**config.mk**
```make
export PLATFORM = sky130hd
export DESIGN_NAME = sdram_port_arbiter_flat
export DESIGN_NICKNAME = d
export VERILOG_FILES = /design/src/rtl/sdram_arb_pkg.sv /design/src/rtl/sdram_port_arbiter_if.sv /design/src/rtl/sdram_rd_outst_cnt.sv /design/src/rtl/sdram_port_arbiter.sv /design/src/flat_wrapper.sv
export SDC_FILE = /design/constraint.sdc
export NUM_CORES = 1
export LEC_CHECK = 0
export BUFFER_PORTS_ARGS = -buffer_cell sky130_fd_sc_hd__buf_2
export CAP_MARGIN = 20
export CORE_MARGIN = 2
export CORE_UTILIZATION = 35
export CTS_CLUSTER_DIAMETER = 40
export DETAILED_ROUTE_END_ITERATION = 7
export PLACE_DENSITY = 0.81
export SKIP_CTS_REPAIR_TIMING = 1
export SYNTH_ARGS = -nofsm -noshare
export SYNTH_HDL_FRONTEND = slang
export SYNTH_SLANG_ARGS = --single-unit
```
**constraint.sdc**
```tcl
create_clock -name in_clk -period 3.8 [get_ports in_clk]
set_input_delay 0.19 -clock in_clk [delete_from_list [all_inputs] [get_ports in_clk]]
set_output_delay 0.19 -clock in_clk [all_outputs]
set_load 0.1 [all_outputs]
```
**src/rtl/sdram_arb_pkg.sv**
```systemverilog
// Shared encodings and parameter defaults for the two-port SDRAM arbiter.
// Grant encodings follow the {rd,wr} bit order of the grant status port.
package sdram_arb_pkg;

    localparam int BURST_LEN_DEF = 8;
    localparam int MAX_OUTST_DEF = 8;

    localparam logic [1:0] ST_IDLE     = 2'd0;
    localparam logic [1:0] ST_WR_BURST = 2'd1;
    localparam logic [1:0] ST_RD_BURST = 2'd2;

    localparam logic [1:0] GNT_NONE = 2'b00;
    localparam logic [1:0] GNT_WR   = 2'b01;
    localparam logic [1:0] GNT_RD   = 2'b10;

    typedef enum logic {
        LAST_WR = 1'b0,
        LAST_RD = 1'b1
    } last_grant_e;

    function automatic logic [1:0] grant_of(input logic [1:0] state);
        case (state)
            ST_WR_BURST: return GNT_WR;
            ST_RD_BURST: return GNT_RD;
            default:     return GNT_NONE;
        endcase
    endfunction

endpackage

```
**src/rtl/sdram_port_arbiter_if.sv**
```systemverilog
// Requester, SDRAM-controller and status signals of the port arbiter.
// master = arbiter side, slave = requesters/controller/observer side.
interface sdram_port_arbiter_if #(
    parameter int ADDR_W = 25,
    parameter int DATA_W = 16
);
    logic              wr_req;
    logic [ADDR_W-1:0] wr_addr;
    logic [DATA_W-1:0] wr_data;
    logic              wr_ack;

    logic              rd_req;
    logic [ADDR_W-1:0] rd_addr;
    logic              rd_ack;
    logic [DATA_W-1:0] rd_data;
    logic              rd_valid;

    logic [ADDR_W-1:0] mem_addr;
    logic              mem_write;
    logic              mem_read;
    logic [DATA_W-1:0] mem_writedata;
    logic              mem_waitrequest;
    logic [DATA_W-1:0] mem_readdata;
    logic              mem_readdatavalid;

    logic [1:0]        grant;
    logic              busy;

    modport master (
        input  wr_req, wr_addr, wr_data, rd_req, rd_addr,
               mem_waitrequest, mem_readdata, mem_readdatavalid,
        output wr_ack, rd_ack, rd_data, rd_valid,
               mem_addr, mem_write, mem_read, mem_writedata, grant, busy
    );

    modport slave (
        output wr_req, wr_addr, wr_data, rd_req, rd_addr,
               mem_waitrequest, mem_readdata, mem_readdatavalid,
        input  wr_ack, rd_ack, rd_data, rd_valid,
               mem_addr, mem_write, mem_read, mem_writedata, grant, busy
    );

endinterface

```
**src/rtl/sdram_rd_outst_cnt.sv**
```systemverilog
// Count of read words accepted by the SDRAM controller but not yet returned.
// Saturation of spurious returns is the caller's job (gate dec_i at zero).
module sdram_rd_outst_cnt
    import sdram_arb_pkg::*;
#(
    parameter int MAX_OUTST = MAX_OUTST_DEF,
    parameter int CNT_W     = $clog2(MAX_OUTST) + 1
) (
    input  logic             in_clk,
    input  logic             in_reset,
    input  logic             inc_i,
    input  logic             dec_i,
    output logic             full_o,
    output logic [CNT_W-1:0] count_o
);

    logic [CNT_W-1:0] count_q, count_d;

    always_comb begin
        count_d = count_q;
        if (inc_i && !dec_i) begin
            count_d = count_q + CNT_W'(1);
        end else if (dec_i && !inc_i) begin
            count_d = count_q - CNT_W'(1);
        end
    end

    always_ff @(posedge in_clk or posedge in_reset) begin
        if (in_reset) begin
            count_q <= '0;
        end else begin
            count_q <= count_d;
        end
    end

    assign full_o  = (count_q >= CNT_W'(MAX_OUTST));
    assign count_o = count_q;

endmodule

```
**src/rtl/sdram_port_arbiter.sv**
```systemverilog
// Round-robin arbiter sharing one SDRAM controller port between a write
// requester (image loader) and a read requester (VGA prefetch).
//
// state       | meaning
// ST_IDLE     | no owner; arbitrate on wr_req/rd_req, burst count cleared
// ST_WR_BURST | write requester drives the memory port
// ST_RD_BURST | read requester drives the memory port (throttled by outst)
module sdram_port_arbiter
    import sdram_arb_pkg::*;
#(
    parameter int ADDR_W    = 25,
    parameter int DATA_W    = 16,
    parameter int BURST_LEN = BURST_LEN_DEF,
    parameter int MAX_OUTST = MAX_OUTST_DEF
) (
    input  logic                 in_clk,
    input  logic                 in_reset,
    sdram_port_arbiter_if.master bus
);

    localparam int BC_W  = $clog2(BURST_LEN + 1);
    localparam int CNT_W = $clog2(MAX_OUTST) + 1;

    logic [1:0]        state_q, state_d;
    logic [BC_W-1:0]   burst_cnt_q, burst_cnt_d;
    last_grant_e       last_q, last_d;

    logic              wr_go, rd_go, wr_acc, rd_acc, accept, own_req;
    logic              rd_full, rd_dec;
    logic [CNT_W-1:0]  outst_cnt;
    logic [ADDR_W-1:0] addr_mux;
    logic [DATA_W-1:0] wdata_mux;

    // Strobes depend on live request inputs; nothing on the requester side is latched.
    assign wr_go  = (state_q == ST_WR_BURST) && bus.wr_req;
    assign rd_go  = (state_q == ST_RD_BURST) && bus.rd_req && !rd_full;
    assign wr_acc = wr_go && !bus.mem_waitrequest;
    assign rd_acc = rd_go && !bus.mem_waitrequest;
    assign accept = wr_acc || rd_acc;

    assign own_req = (state_q == ST_WR_BURST) ? bus.wr_req : bus.rd_req;
    assign rd_dec  = bus.mem_readdatavalid && (outst_cnt != '0);

    sdram_rd_outst_cnt #(
        .MAX_OUTST (MAX_OUTST),
        .CNT_W     (CNT_W)
    ) u_outst (
        .in_clk   (in_clk),
        .in_reset (in_reset),
        .inc_i    (rd_acc),
        .dec_i    (rd_dec),
        .full_o   (rd_full),
        .count_o  (outst_cnt)
    );

    always_comb begin
        addr_mux  = '0;
        wdata_mux = '0;
        case (state_q)
            ST_WR_BURST: begin
                addr_mux  = bus.wr_addr;
                wdata_mux = bus.wr_data;
            end
            ST_RD_BURST: addr_mux = bus.rd_addr;
            default: ;
        endcase
    end

    always_comb begin
        state_d     = state_q;
        burst_cnt_d = burst_cnt_q;
        last_d      = last_q;
        case (state_q)
            ST_IDLE: begin
                burst_cnt_d = '0;
                if (bus.wr_req && bus.rd_req) begin
                    state_d = (last_q == LAST_RD) ? ST_WR_BURST : ST_RD_BURST;
                end else if (bus.wr_req) begin
                    state_d = ST_WR_BURST;
                end else if (bus.rd_req) begin
                    state_d = ST_RD_BURST;
                end
            end
            ST_WR_BURST, ST_RD_BURST: begin
                if (accept) begin
                    burst_cnt_d = burst_cnt_q + BC_W'(1);
                end
                if (!own_req || (accept && burst_cnt_q == BC_W'(BURST_LEN - 1))) begin
                    state_d     = ST_IDLE;
                    burst_cnt_d = '0;
                    last_d      = (state_q == ST_RD_BURST) ? LAST_RD : LAST_WR;
                end
            end
            default: begin
                state_d     = ST_IDLE;
                burst_cnt_d = '0;
            end
        endcase
    end

    always_ff @(posedge in_clk or posedge in_reset) begin
        if (in_reset) begin
            state_q     <= ST_IDLE;
            burst_cnt_q <= '0;
            last_q      <= LAST_RD;
        end else begin
            state_q     <= state_d;
            burst_cnt_q <= burst_cnt_d;
            last_q      <= last_d;
        end
    end

    assign bus.mem_write     = wr_go;
    assign bus.mem_read      = rd_go;
    assign bus.wr_ack        = wr_acc;
    assign bus.rd_ack        = rd_acc;
    assign bus.mem_addr      = addr_mux;
    assign bus.mem_writedata = wdata_mux;
    assign bus.rd_data       = bus.mem_readdata;
    assign bus.rd_valid      = bus.mem_readdatavalid;
    assign bus.grant         = grant_of(state_q);
    assign bus.busy          = (state_q != ST_IDLE);

endmodule

```
**src/flat_wrapper.sv**
```systemverilog
// flat-port wrapper written by rule: the top's interface ports become plain ports
module sdram_port_arbiter_flat import sdram_arb_pkg::*;
#(
    parameter int ADDR_W    = 25,
    parameter int DATA_W    = 16,
    parameter int BURST_LEN = BURST_LEN_DEF,
    parameter int MAX_OUTST = MAX_OUTST_DEF
)
  (in_clk, in_reset, bus_wr_req, bus_wr_addr, bus_wr_data, bus_rd_req, bus_rd_addr, bus_mem_waitrequest, bus_mem_readdata, bus_mem_readdatavalid, bus_wr_ack, bus_rd_ack, bus_rd_data, bus_rd_valid, bus_mem_addr, bus_mem_write, bus_mem_read, bus_mem_writedata, bus_grant, bus_busy);
  sdram_port_arbiter_if #(.ADDR_W(ADDR_W), .DATA_W(DATA_W)) bus_i ();
  input  logic in_clk;
  input  logic in_reset;
  input wire logic [$bits(bus_i.wr_req)-1:0] bus_wr_req;
  input wire logic [$bits(bus_i.wr_addr)-1:0] bus_wr_addr;
  input wire logic [$bits(bus_i.wr_data)-1:0] bus_wr_data;
  input wire logic [$bits(bus_i.rd_req)-1:0] bus_rd_req;
  input wire logic [$bits(bus_i.rd_addr)-1:0] bus_rd_addr;
  input wire logic [$bits(bus_i.mem_waitrequest)-1:0] bus_mem_waitrequest;
  input wire logic [$bits(bus_i.mem_readdata)-1:0] bus_mem_readdata;
  input wire logic [$bits(bus_i.mem_readdatavalid)-1:0] bus_mem_readdatavalid;
  output wire logic [$bits(bus_i.wr_ack)-1:0] bus_wr_ack;
  output wire logic [$bits(bus_i.rd_ack)-1:0] bus_rd_ack;
  output wire logic [$bits(bus_i.rd_data)-1:0] bus_rd_data;
  output wire logic [$bits(bus_i.rd_valid)-1:0] bus_rd_valid;
  output wire logic [$bits(bus_i.mem_addr)-1:0] bus_mem_addr;
  output wire logic [$bits(bus_i.mem_write)-1:0] bus_mem_write;
  output wire logic [$bits(bus_i.mem_read)-1:0] bus_mem_read;
  output wire logic [$bits(bus_i.mem_writedata)-1:0] bus_mem_writedata;
  output wire logic [$bits(bus_i.grant)-1:0] bus_grant;
  output wire logic [$bits(bus_i.busy)-1:0] bus_busy;
  assign bus_i.wr_req = bus_wr_req;
  assign bus_i.wr_addr = bus_wr_addr;
  assign bus_i.wr_data = bus_wr_data;
  assign bus_i.rd_req = bus_rd_req;
  assign bus_i.rd_addr = bus_rd_addr;
  assign bus_i.mem_waitrequest = bus_mem_waitrequest;
  assign bus_i.mem_readdata = bus_mem_readdata;
  assign bus_i.mem_readdatavalid = bus_mem_readdatavalid;
  assign bus_wr_ack = bus_i.wr_ack;
  assign bus_rd_ack = bus_i.rd_ack;
  assign bus_rd_data = bus_i.rd_data;
  assign bus_rd_valid = bus_i.rd_valid;
  assign bus_mem_addr = bus_i.mem_addr;
  assign bus_mem_write = bus_i.mem_write;
  assign bus_mem_read = bus_i.mem_read;
  assign bus_mem_writedata = bus_i.mem_writedata;
  assign bus_grant = bus_i.grant;
  assign bus_busy = bus_i.busy;
  sdram_port_arbiter #(.ADDR_W(ADDR_W), .DATA_W(DATA_W), .BURST_LEN(BURST_LEN), .MAX_OUTST(MAX_OUTST)) u_core (.in_clk(in_clk), .in_reset(in_reset), .bus(bus_i));
endmodule
```
==> impl_summary.md, run 1 <==
Run status
The run finished with clean final reports.

Logic synthesis
The area share of xor/xnor cells in the synthesized design is 2.48%. The share of synthesized area occupied by flip-flops and latches is 19.5%. The compound-cell area share of the yosys netlist is 24.8%. In this run the mean area of a mapped cell was 8.37 um^2.

By area, the combinational part of the netlist is dominated by simple AND/OR/NAND/NOR gates. The area share of and/or/nand/nor cells after synthesis is 26.1%. The share of synthesized flip-flops with an asynchronous set or reset is 100%. Measured against the total synthesized area, the mux share comes to 2.65%. After Yosys synthesis, full adders, half adders and majority gates account for 9.37% of the synthesized area.

During synthesis, Yosys emitted a total of 0 warnings. Counting every net in the synthesized netlist gives 267. The post-synth design cell area is 1420 um^2.

Yosys mapped a number of flops with a built-in enable equal to 0. In the synthesized netlist, the number of instances is 169. The number of distinct standard cells referenced by the synthesized netlist is 41. In this run, synthesis produced a sequential element count of 11.

Among all flip-flop cells after synthesis, the most frequent one is sky130_fd_sc_hd__dfrtp_1.

Floorplanning
The number of ports placed on the die boundary is 153. The region available for standard cell placement spans 3940 um^2. The initialized floorplan defines 23 standard-cell rows. The floorplan step defined a die boundary enclosing 4570 um^2. From bottom edge to top edge, the die measures 67.6 um. For this configuration, the core starts out at a cell density of 35.9%. The overall die width is 67.6 um.

Global routing
The met2 demand-to-capacity share in global routing is 25.0%. Global routing consumed, over all layers together, 14.9% of the routing resources. The peak-usage layer in the global routing report is met2. After global routing the overflow that remains totals 0. The met3 global-route usage is 3.83%. Global routing used 17.7% of the available met1 tracks. The number of global-route vias before repair was 1205. The number of antenna violations at the first check in global routing is 0.

Entering global routing, the biggest net connects 33 pins. The first-pass GRT wire length is 5240 um.

Setup path
The largest fanout on the critical path is 6. STA classifies the critical path startpoint as a flop. The worst path required time is 3.92 ns. The arrival time of data at the critical path endpoint is 2.93 ns. The critical path is of the reg2reg type. The sort of element at the end of the critical path is a flop.

Timing
Setup violations remaining at the end of the flow were counted as 0. For the pin with the worst max-slew slack, the measured transition is 0.594 ns. Setup repair after global routing left no endpoint under its margin. The shortest period the worst path allows is 2.80 ns. Summed over all failing endpoints, the final setup total negative slack is 0 ns.

The part of the cycle the worst path needs is 73.7%. The total count of hold-check failures in the final report is 0. For this run, the top clock speed supported by timing is 0.357 GHz. The worst slew margin relative to its limit is 60.4%. The count of pins over their slew limit is 0. The clock skew is 0.000883 ns. Setup slack on the critical path of the routed design comes to 0.998 ns.

Job
The total of max-cap violations is 0.

Clock network
The H-tree depth reported by CTS is 1. In this run the clock root is driven by a sky130_fd_sc_hd__clkbuf_8. TritonCTS built the clock tree.

TritonCTS created 3 clock buffers. The clock insertion delay at the later pin of the skew report is 0.24 ns. The maximum count of clock buffers along a single path is 2.

The clock transition at the registers of the reported paths is 0.05 ns. The clock net in this run drives a total of 11 sinks.

Place
The placed wire-length estimate is 3130 um. At the end of routability-driven placement, the weighted congestion stood at 0.799. The minimum setup slack after placement is 1.03 ns. Buffers placed on the I/O ports in this run total 120.

Route
The pre-antenna-repair detailed-routing pass consisted of 4 iterations. The number of nets still failing antenna checks after routing is 0. After the first detailed-routing iteration, the DRC count stood at 58. The wire length per cell after detailed routing is 12.6 um.

Summed over all layers, the routed wires come to 3980 um. In the routed layout, each cell is associated on average with a via count of 4.94. The vias after detailed routing is 1565. In the routed design, unresolved DRC markers number 0.

Final layout
In the final layout, the share of cells above drive strength 1 is 50.6%. For this run, the post-layout net count is 366. The layout overhead on the synthesized area is 38.3%. The repair_antennas step left the layout with diodes totalling 0.

Worst hold path
The classification of the worst-slack hold path is in2reg.

Pwr
VDD sags by at most 515 uV. The leakage power summed over all cells is 1.04 nW. The power density over the cells is 1030 nW/um^2.
[final cells by class]
type,count,area [um^2]
Fill cell,385,1990
Tap cell,50,62.6
Clock buffer,4,45.0
Inverter,6,22.5
Multi-Input combinational cell,123,925
Sequential cell,11,277
Timing Repair Buffer,123,626
[worst paths after layout]
check	start	end	slack, ns	depth (start not counted)
max in group asynchronous	in_reset	u_core.last_q	2.99	3
worst min register to register	u_core.u_outst.count_o[2]	u_core.u_outst.count_o[2]	0.56	2
min in group asynchronous	in_reset	u_core.u_outst.count_o[1]	0.49	3
worst max register to register	u_core.state_q[0]	u_core.u_outst.count_o[3]	1.0	10
worst min-delay path	bus_rd_req	u_core.state_q[0]	0.25	2
worst max-delay path	u_core.state_q[0]	u_core.u_outst.count_o[3]	1.0	10
[cells by family (layout without fill, tap and decap cells)]
| kind of cell | count (synthesis) | after routing |
|---|---|---|
| flip-flops | 11 | 11 |
| XOR/XNOR | 4 | 4 |
| AO/OA/AOI/OAI | 46 | 46 |
| adder cells (fa/ha/maj) | 10 | 10 |
| multiplexers | 3 | 3 |
| buffers and inverters | 35 | 133 |
| AND/OR/NAND/NOR | 60 | 60 |
[power breakdown]
group	total (mW)	internal (mW)	leakage, nW	switching [mW]
Clock	0.121	0.0740	0.0228	0.0471
Sequential	0.200	0.157	0.140	0.0431
Combinational	1.69	0.382	0.875	1.31
Total	2.01	0.613	1.04	1.40
[synthesized netlist by cell type, types with 2 or more instances]
master / n / area share (%)
sky130_fd_sc_hd__clkbuf_1: 9 / 2.4
sky130_fd_sc_hd__buf_4: 18 / 9.5
sky130_fd_sc_hd__nand2_1: 4 / 1.1
sky130_fd_sc_hd__nand3_1: 2 / 0.71
sky130_fd_sc_hd__nor2_1: 4 / 1.1
sky130_fd_sc_hd__mux2_2: 2 / 1.6
sky130_fd_sc_hd__a21oi_1: 2 / 0.71
sky130_fd_sc_hd__a22oi_1: 25 / 13
sky130_fd_sc_hd__nor2b_1: 25 / 11
sky130_fd_sc_hd__ha_1: 9 / 8.0
sky130_fd_sc_hd__dfrtp_1: 10 / 18
sky130_fd_sc_hd__buf_6: 2 / 1.6
sky130_fd_sc_hd__xor2_1: 2 / 1.2
sky130_fd_sc_hd__and2_1: 17 / 7.5
sky130_fd_sc_hd__and3b_1: 2 / 1.2
sky130_fd_sc_hd__xnor2_1: 2 / 1.2
sky130_fd_sc_hd__o21ai_0: 5 / 1.8
sky130_fd_sc_hd__inv_1: 6 / 1.6
[flip-flops by register name, summed over array words and instances (netlist names)]
| register | count |
|---|---|
| u_core.burst_cnt_q | 4 |
| u_core.u_outst.count_o | 4 |
| u_core.state_q | 2 |
| u_core.last_q | 1 |
[stage by stage]
step / power (mW) / instances / util [%] / cell area (um^2) / hold slack (ns)
3_5_place_dp: 1.89 / 312 / 48.2 / 1900 / 0.206
3_3_place_gp: 1.87 / 312 / 48.2 / 1900 / 0.205
4_1_cts: 2.02 / 316 / 49.4 / 1950 / -0.0526
2_1_floorplan: 1.74 / 169 / - / 1420 / 0.0417
6_report: 2.01 / 317 / 49.6 / 1960 / 0.246
5_1_grt: 2.11 / 317 / 49.6 / 1960 / 0.257
[cells in the final DEF (no fill, tap or decap), types with 2 or more instances in the layout]
cell type,netlist,routed
sky130_fd_sc_hd__o21ai_0,5,5
sky130_fd_sc_hd__a22oi_1,25,25
sky130_fd_sc_hd__buf_4,18,2
sky130_fd_sc_hd__inv_1,6,6
sky130_fd_sc_hd__clkbuf_8,0,3
sky130_fd_sc_hd__a21oi_1,2,2
sky130_fd_sc_hd__and2_1,17,17
sky130_fd_sc_hd__mux2_2,2,2
sky130_fd_sc_hd__nor2b_1,25,25
sky130_fd_sc_hd__buf_2,0,120
sky130_fd_sc_hd__nor2_1,4,4
sky130_fd_sc_hd__xnor2_1,2,2
sky130_fd_sc_hd__xor2_1,2,2
sky130_fd_sc_hd__ha_1,9,9
sky130_fd_sc_hd__dfrtp_1,10,10
sky130_fd_sc_hd__and3b_1,2,2
sky130_fd_sc_hd__nand3_1,2,2
sky130_fd_sc_hd__nand2_1,4,4
[worst max-delay path, cell delays in order (launching register included)]
cell                        delay [ns]
sky130_fd_sc_hd__dfrtp_1          0.41
sky130_fd_sc_hd__inv_1            0.14
sky130_fd_sc_hd__ha_1             0.20
sky130_fd_sc_hd__and4bb_4         0.31
sky130_fd_sc_hd__ha_1             0.20
sky130_fd_sc_hd__inv_1            0.11
sky130_fd_sc_hd__ha_1             0.29
sky130_fd_sc_hd__a21o_1           0.21
sky130_fd_sc_hd__a2111oi_0        0.42
sky130_fd_sc_hd__a31oi_1          0.08
sky130_fd_sc_hd__a221o_1          0.33
[per-layer routing]
layer,wire [um],up-vias
li1,-,774
met1,1620,701
met2,1920,76
met3,354,14
met4,87,0
met5,0,-
No activity file was read; power rests on OpenSTA's default activity.
==> inputs of run 2 (changes only) <==
CORE_UTILIZATION = 32   (was 35)
PLACE_DENSITY = 0.78   (was 0.81)
clock period = 2.3 ns   (was 3.8 ns; I/O delays follow)
==> impl_summary.md, run 2 (synthesized netlist as in run 1, its figures left out) <==
Run status
The run finished, with violations left. The checks that failed: negative setup slack.

Final layout
In the layout the commonest cells are sky130_fd_sc_hd__buf_2 (77), sky130_fd_sc_hd__buf_12 (43), sky130_fd_sc_hd__a22oi_1 (25), sky130_fd_sc_hd__nor2b_2 (25), sky130_fd_sc_hd__and2_1 (17). After routing the design area is 2840 um^2. The proportion of layout cells with a drive suffix above 1 is 65.4%. The repair_antennas step left the layout with diodes totalling 0. The final-layout fill cell count is 334. The number of nets at the end of the flow is 379. From synthesis to final layout, the design area changed by 101%. Leaving out fill and tap cells, the most frequent cell in the layout is sky130_fd_sc_hd__buf_2. The area of all sequential standard cells is 277 um^2. The area taken by multi-input logic gates is 1050 um^2.

Setup path
STA classifies the critical path endpoint as a flop. The delay contributed by the slowest stage of the critical path is 0.40 ns. The worst path required time is 2.42 ns.

The startpoint-to-endpoint class of the critical path is reg2reg. Counting buffers and inverters, the worst setup path is 9 cells deep. By instance count, the cell type seen most on the critical path is sky130_fd_sc_hd__ha_4.

The kind of start point of the critical path is a flop. In this run the worst path has a maximum fanout of 5. The critical register-to-register path startpoint is u_core.u_outst.count_o[2]. Data on the critical path arrives at its endpoint at 2.42 ns.

The slowest cell on the critical path is sky130_fd_sc_hd__dfrtp_1. The critical path goes through o41ai_2 -> buf_4 -> ha_4 -> inv_6 -> ha_4 -> a21o_1 -> a2111oi_2 -> a31oi_1 -> a221o_1. The worst register-to-register path ends at u_core.u_outst.count_o[3]. Setup slack on the worst reg-to-reg path comes out at -0.002 ns. The worst register-to-register path has a depth of 9. The launching instance or port of the critical path is u_core.u_outst.count_o[2]. The family with the most delay on the worst path is compound AO/OA/AOI/OAI gates. The end of the critical path is u_core.u_outst.count_o[3].

The critical path contains buffers and inverters numbering 2 combined.

Timing
Clock skew on the completed layout was measured at 0.00530 ns. At the pin with the least slew margin, the transition time is 0.489 ns. The routed design could run at a clock period as short as 2.30 ns. The fmax is 0.434 GHz.

The final critical-path setup slack is -0.00176 ns. Dividing the final minimum period by the clock period gives 100%. The total count of hold-check failures in the final report is 0. Setup repair after global routing could not meet its margin everywhere. The count of pins over their slew limit was 0. Adding up every negative setup slack in the final design gives -0.00176 ns. The worst slew margin relative to its limit is 67.6%. The total of endpoints with negative setup slack in the final report is 1.

Clock network
The number of buffers created by CTS is 3. The master cell of the clock root buffer is sky130_fd_sc_hd__clkbuf_8. The maximum count of clock buffers along a single path is 2.

Clock tree synthesis found a total of 11 sinks. CTS built an H-tree with a depth of 1. The clock insertion delay at the later pin of the skew report is 0.24 ns. TritonCTS built the clock tree. Clock-pin slew was measured on the worst setup and hold paths at 0.06 ns.

Pwr
The power density over the cells is 1520 nW/um^2. In this run the static leakage power is 1.26 nW. The worst-case IR drop observed on VDD is 744 uV.

The overall power of the completed layout is 4.32 mW.

Global routing
After global routing, the most crowded layer is met2. The first-pass GRT wire length is 7220 um. Entering global routing, the biggest net connects 28 pins.

The number of antenna violations at the first check in global routing is 0. The met1 usage is 19.1%. In the global route stage, overall resource usage came out at 17.6%. For this run, global-route usage on met2 was measured as 33.5%. The total overflow left after global routing is 0. The met3 global-route usage is 4.18%. The number of global-route vias before repair is 1627.

Floorplanning
The initial utilization of the core area, before any placement, comes to 33.0%. The core area is 4290 um^2. The number of ports placed on the die boundary is 153. The die span in y is 70.5 um. The die covers 4970 um^2. The overall die width is 70.5 um. After floorplanning, the core was divided into 24 placement rows.

Route
The number of vias per cell is 4.98. The iteration-0 DRC count of the detailed router is 65. For this run, design rule violations remaining after detail routing come to 0. The wire length per cell after detailed routing is 13.9 um. For this block, the routed nets add up to 4620 um of wire. The total iterations of the first detailed-routing run is 4. For this block, the via count after detailed routing is 1654.

Once detail routing completed, the nets flagged for antenna violations numbered 0.

Worst hold path
The origin of the worst min-delay path is bus_rd_req. The classification of the worst-slack hold path is in2reg.

Place
Input and output buffers added on the ports amount to 120. Summing all placed instances gives a cell area of 2760 um^2. Prior to clock tree synthesis, the placed netlist has a worst setup slack of -0.0276 ns.

The placed wire-length estimate is 3910 um. The placer's final routability congestion estimate is 0.809.

Job
Across the run, the number of max-cap violations was 0.
==> run 2: cell types whose count changed in the layout (fill, tap and decap cells not counted), moves of 2 or more <==
cell | previous run | this run
sky130_fd_sc_hd__buf_12 | 0 | 43
sky130_fd_sc_hd__buf_2 | 120 | 77
sky130_fd_sc_hd__buf_4 | 2 | 15
sky130_fd_sc_hd__ha_1 | 9 | 5
sky130_fd_sc_hd__ha_4 | 0 | 4
sky130_fd_sc_hd__inv_1 | 6 | 4
sky130_fd_sc_hd__nor2b_1 | 25 | 0
sky130_fd_sc_hd__nor2b_2 | 0 | 25
==> run 2: worst min-delay path by stage <==
stage	endpoint	slack [ns]	cells past startpoint
5_1_grt	u_core.state_q[0]	0.19	2
4_1_cts	u_core.u_outst.count_o[2]	-0.13	2
3_3_place_gp	u_core.u_outst.count_o[2]	0.12	2
3_5_place_dp	u_core.u_outst.count_o[2]	0.13	2
2_1_floorplan	u_core.burst_cnt_q[0]	-0.03	1
6_report	u_core.state_q[0]	0.17	2
==> run 2: routing by layer <==
layer	wire length [um]	part of all wire, %	up-vias
met5	0	0	-
met4	29	0.63	0
met3	448	9.7	6
met2	2520	54	103
met1	1620	35	745
li1	-	-	800
==> run 2: final cells by class <==
type / instances / share of cell area [%]
flip-flops and latches: 11 / 9.74
clock inverters: 1 / 0.176
repair buffers: 136 / 48.2
inverters: 6 / 0.970
well taps: 52 / 2.29
clock buffers: 3 / 1.46
multi-input cells: 123 / 37.1
==> run 2: power by group <==
group | switching, mW | internal (mW)
clock | 0.0792 | 0.119
combinational | 2.40 | 1.42
sequential | 0.0507 | 0.260
total | 2.53 | 1.79
==> run 2: metrics by stage <==
| stage | std cells | util (%) | hold WS (ns) |
|---|---|---|---|
| finish | 332 | 66.1 | 0.170 |
| global route | 332 | 66.1 | 0.188 |
| CTS | 330 | 65.4 | -0.125 |
| detailed placement | 326 | 64.4 | 0.132 |
| global placement | 326 | 64.4 | 0.116 |
| floorplan | 169 | - | -0.0333 |
==> inputs of run 3 (changes only) <==
MAX_ROUTING_LAYER = met4   (was not set)
PLACE_DENSITY = not set   (was 0.78)
PLACE_DENSITY_LB_ADDON = 0.2   (was not set)
==> impl_summary.md, run 3 (synthesized netlist as in run 1, its figures left out) <==
Run status
The final reports fail on negative setup slack. The run finished, with violations left.

Setup path
The slowest cell on the critical path is sky130_fd_sc_hd__dfrtp_1. For the worst setup path, the data required time is 2.41 ns. Among the stages of the critical path, the cell type that occurs most often is sky130_fd_sc_hd__ha_4.

The launching instance or port of the critical path is u_core.u_outst.count_o[3]. The arrival time of data at the critical path endpoint is 2.44 ns. STA classifies the critical path startpoint as a flop. Together, buffers and inverters on the worst path number 2. The critical register-to-register path startpoint is u_core.u_outst.count_o[3]. The largest fanout on the critical path is 4. Traced cell by cell, the critical path runs through o41ai_2 -> buf_4 -> ha_4 -> inv_4 -> ha_4 -> a21o_1 -> a2111oi_4 -> a31oi_1 -> a221o_1. The family with the most delay on the worst path is compound AO/OA/AOI/OAI gates.

In this design, the stage delay of the slowest critical-path cell is 0.39 ns. The worst setup path is of the reg2reg kind. The sort of element at the end of the critical path is a flop.

Timing
Setup total negative slack on the finished layout was measured at -0.0293 ns. The final critical-path setup slack is -0.0293 ns. The count of pins over their slew limit is 0. The worst slew margin relative to its limit is 67.4%. The clock skew is 0.00482 ns. The total count of hold-check failures in the final report is 0.

The tightest hold margin is 0.181 ns. The part of the cycle the worst path needs is 101%. The slew at the pin with the worst max-slew slack is 0.492 ns. The worst path in the final design needs a cycle of 2.33 ns, including I/O delays and setup.

Setup repair after global routing could not meet its margin everywhere. Setup violations remaining at the end of the flow were counted as 1. The fmax is 0.429 GHz.

Final layout
The library cells used most frequently in the layout, excluding fill and tap cells, are sky130_fd_sc_hd__buf_2 (77), sky130_fd_sc_hd__buf_12 (43), sky130_fd_sc_hd__a22oi_1 (25), sky130_fd_sc_hd__nor2b_2 (25), sky130_fd_sc_hd__and2_1 (17). Fill cells in the final layout number 364. The finished layout holds 331 standard cells, fillers aside. After routing the design area is 2840 um^2.

The total inserted antenna cells is 0. The net count of the finished layout is 378. The most common cell after layout, fill and taps aside is sky130_fd_sc_hd__buf_2. The area growth from synthesis to layout is 101%. The proportion of layout cells with a drive suffix above 1 is 64.9%.

Clock network
The number of buffers created by CTS is 3. No sink is reached through more buffers than the 2 on the longest clock path. The clock reaches the later pin of the worst-skew pair after 0.24 ns. The clock net in this run drives a total of 11 sinks. The H-tree depth reported by CTS is 1.

The CTS tree is yes. CTS placed an instance of sky130_fd_sc_hd__clkbuf_8 at the clock tree root. Clock-pin slew was measured on the worst setup and hold paths at 0.05 ns.

Pwr
The combinational share of power is 88.5%. The worst voltage drop across the vdd grid is 998 uV. In this run, flip-flops and latches consume 7.1% of the power.

The clock network burns 4.4% of the power. The internal power consumption is 1.79 mW. The switching share of power is 58.8%. For this design the total switching power over the nets is 2.55 mW.

The leakage power summed over all cells is 1.25 nW. The power density over the cells is 1530 nW/um^2.

Floorplanning
The die is 70.5 um tall. Once the floorplan was initialized, standard cells occupied 33.0% of the core. The number of placement rows is 24.

The core area is 4290 um^2. The die covers 4970 um^2. The number of ports placed on the die boundary is 153.

In this run the horizontal extent of the chip is 70.5 um.

Place
The congestion estimate from routability-driven global placement came to 0.831. The minimum setup slack after placement is -0.0458 ns. The count of input and output buffers is 120. The number of placed instances, taps included, is 326. The placed wire-length estimate is 4400 um. The post-detailed-placement cell area is 2760 um^2.

Route
The number of nets still failing antenna checks after routing is 0. The total iterations of the first detailed-routing run is 4. The vias after detailed routing is 1635. The sum of routed wire length over all layers is 5190 um.

After detailed routing, the average wire length per cell comes to 15.7 um. The detailed-route DRC error count is 0. The number of vias per cell is 4.94.

The iteration-0 DRC count of the detailed router is 87.

Job
The total of max-cap violations is 0.

Global routing
The number of global-route vias before repair is 1775. The overall overflow remaining after global route is 0. The total routing usage reported by global routing is 21.3%. The number of antenna violations at the first check in global routing is 0. The first global-routing pass estimated 8250 um of wire. The maximum number of pins on one net before global-route repair is 32.

Worst hold path
The classification of the worst-slack hold path is in2reg. The origin of the worst min-delay path is bus_rd_req.
## run 3: cell count changes in the layout (fill, tap and decap cells not counted), sizes merged
cell    delta
buf        -1
clkbuf     +1
clkinv     -1
## run 3: worst paths after layout
kind,endpoint,cells past startpoint,slack (ns)
max,u_core.u_outst.count_o[3],9,-0.03
min,u_core.state_q[0],2,0.18
max reg2reg,u_core.u_outst.count_o[3],9,-0.03
min reg2reg,u_core.burst_cnt_q[1],2,0.56
max in group asynchronous,u_core.last_q,3,1.55
min in group asynchronous,u_core.burst_cnt_q[2],3,0.42
## run 3: worst register-to-register path: stages, from the launching register on
cell and delay, ns:
sky130_fd_sc_hd__dfrtp_1 0.39, sky130_fd_sc_hd__o41ai_2 0.33, sky130_fd_sc_hd__buf_4 0.16, sky130_fd_sc_hd__ha_4 0.14
sky130_fd_sc_hd__inv_4 0.05, sky130_fd_sc_hd__ha_4 0.20, sky130_fd_sc_hd__a21o_1 0.20, sky130_fd_sc_hd__a2111oi_4 0.30
sky130_fd_sc_hd__a31oi_1 0.08, sky130_fd_sc_hd__a221o_1 0.36
## run 3: cell type report
cell class	instances	area, um^2	area share, %
Multi-Input combinational cell	123	1070	37.5
Sequential cell	11	277	9.74
Tap cell	52	65.1	2.29
Clock buffer	4	45.0	1.59
Timing Repair Buffer	135	1360	48.0
Inverter	6	25.0	0.881
## run 3: per-stage QoR
stage | total power [mW] | utilization (%)
floorplan | 3.03 | -
global placement | 4.10 | 64.4
detailed placement | 4.13 | 64.4
CTS | 4.34 | 65.4
global route | 4.55 | 66.1
finish | 4.35 | 66.1
## run 3: power groups by stage
stage	registers [mW]	logic, mW	clock network [mW]
2_1_floorplan	0.328	2.70	0
3_3_place_gp	0.299	3.80	0
3_5_place_dp	0.305	3.83	0
4_1_cts	0.301	3.84	0.198
5_1_grt	0.317	4.03	0.208
6_report	0.307	3.85	0.192
## run 3: routing by layer
layer	vias up	wire length, um	track usage [%]
met3	13	521	7.94
met4	0	76	5.56
met5	-	0	-
li1	799	-	-
met2	72	2680	38.2
met1	751	1910	21.8
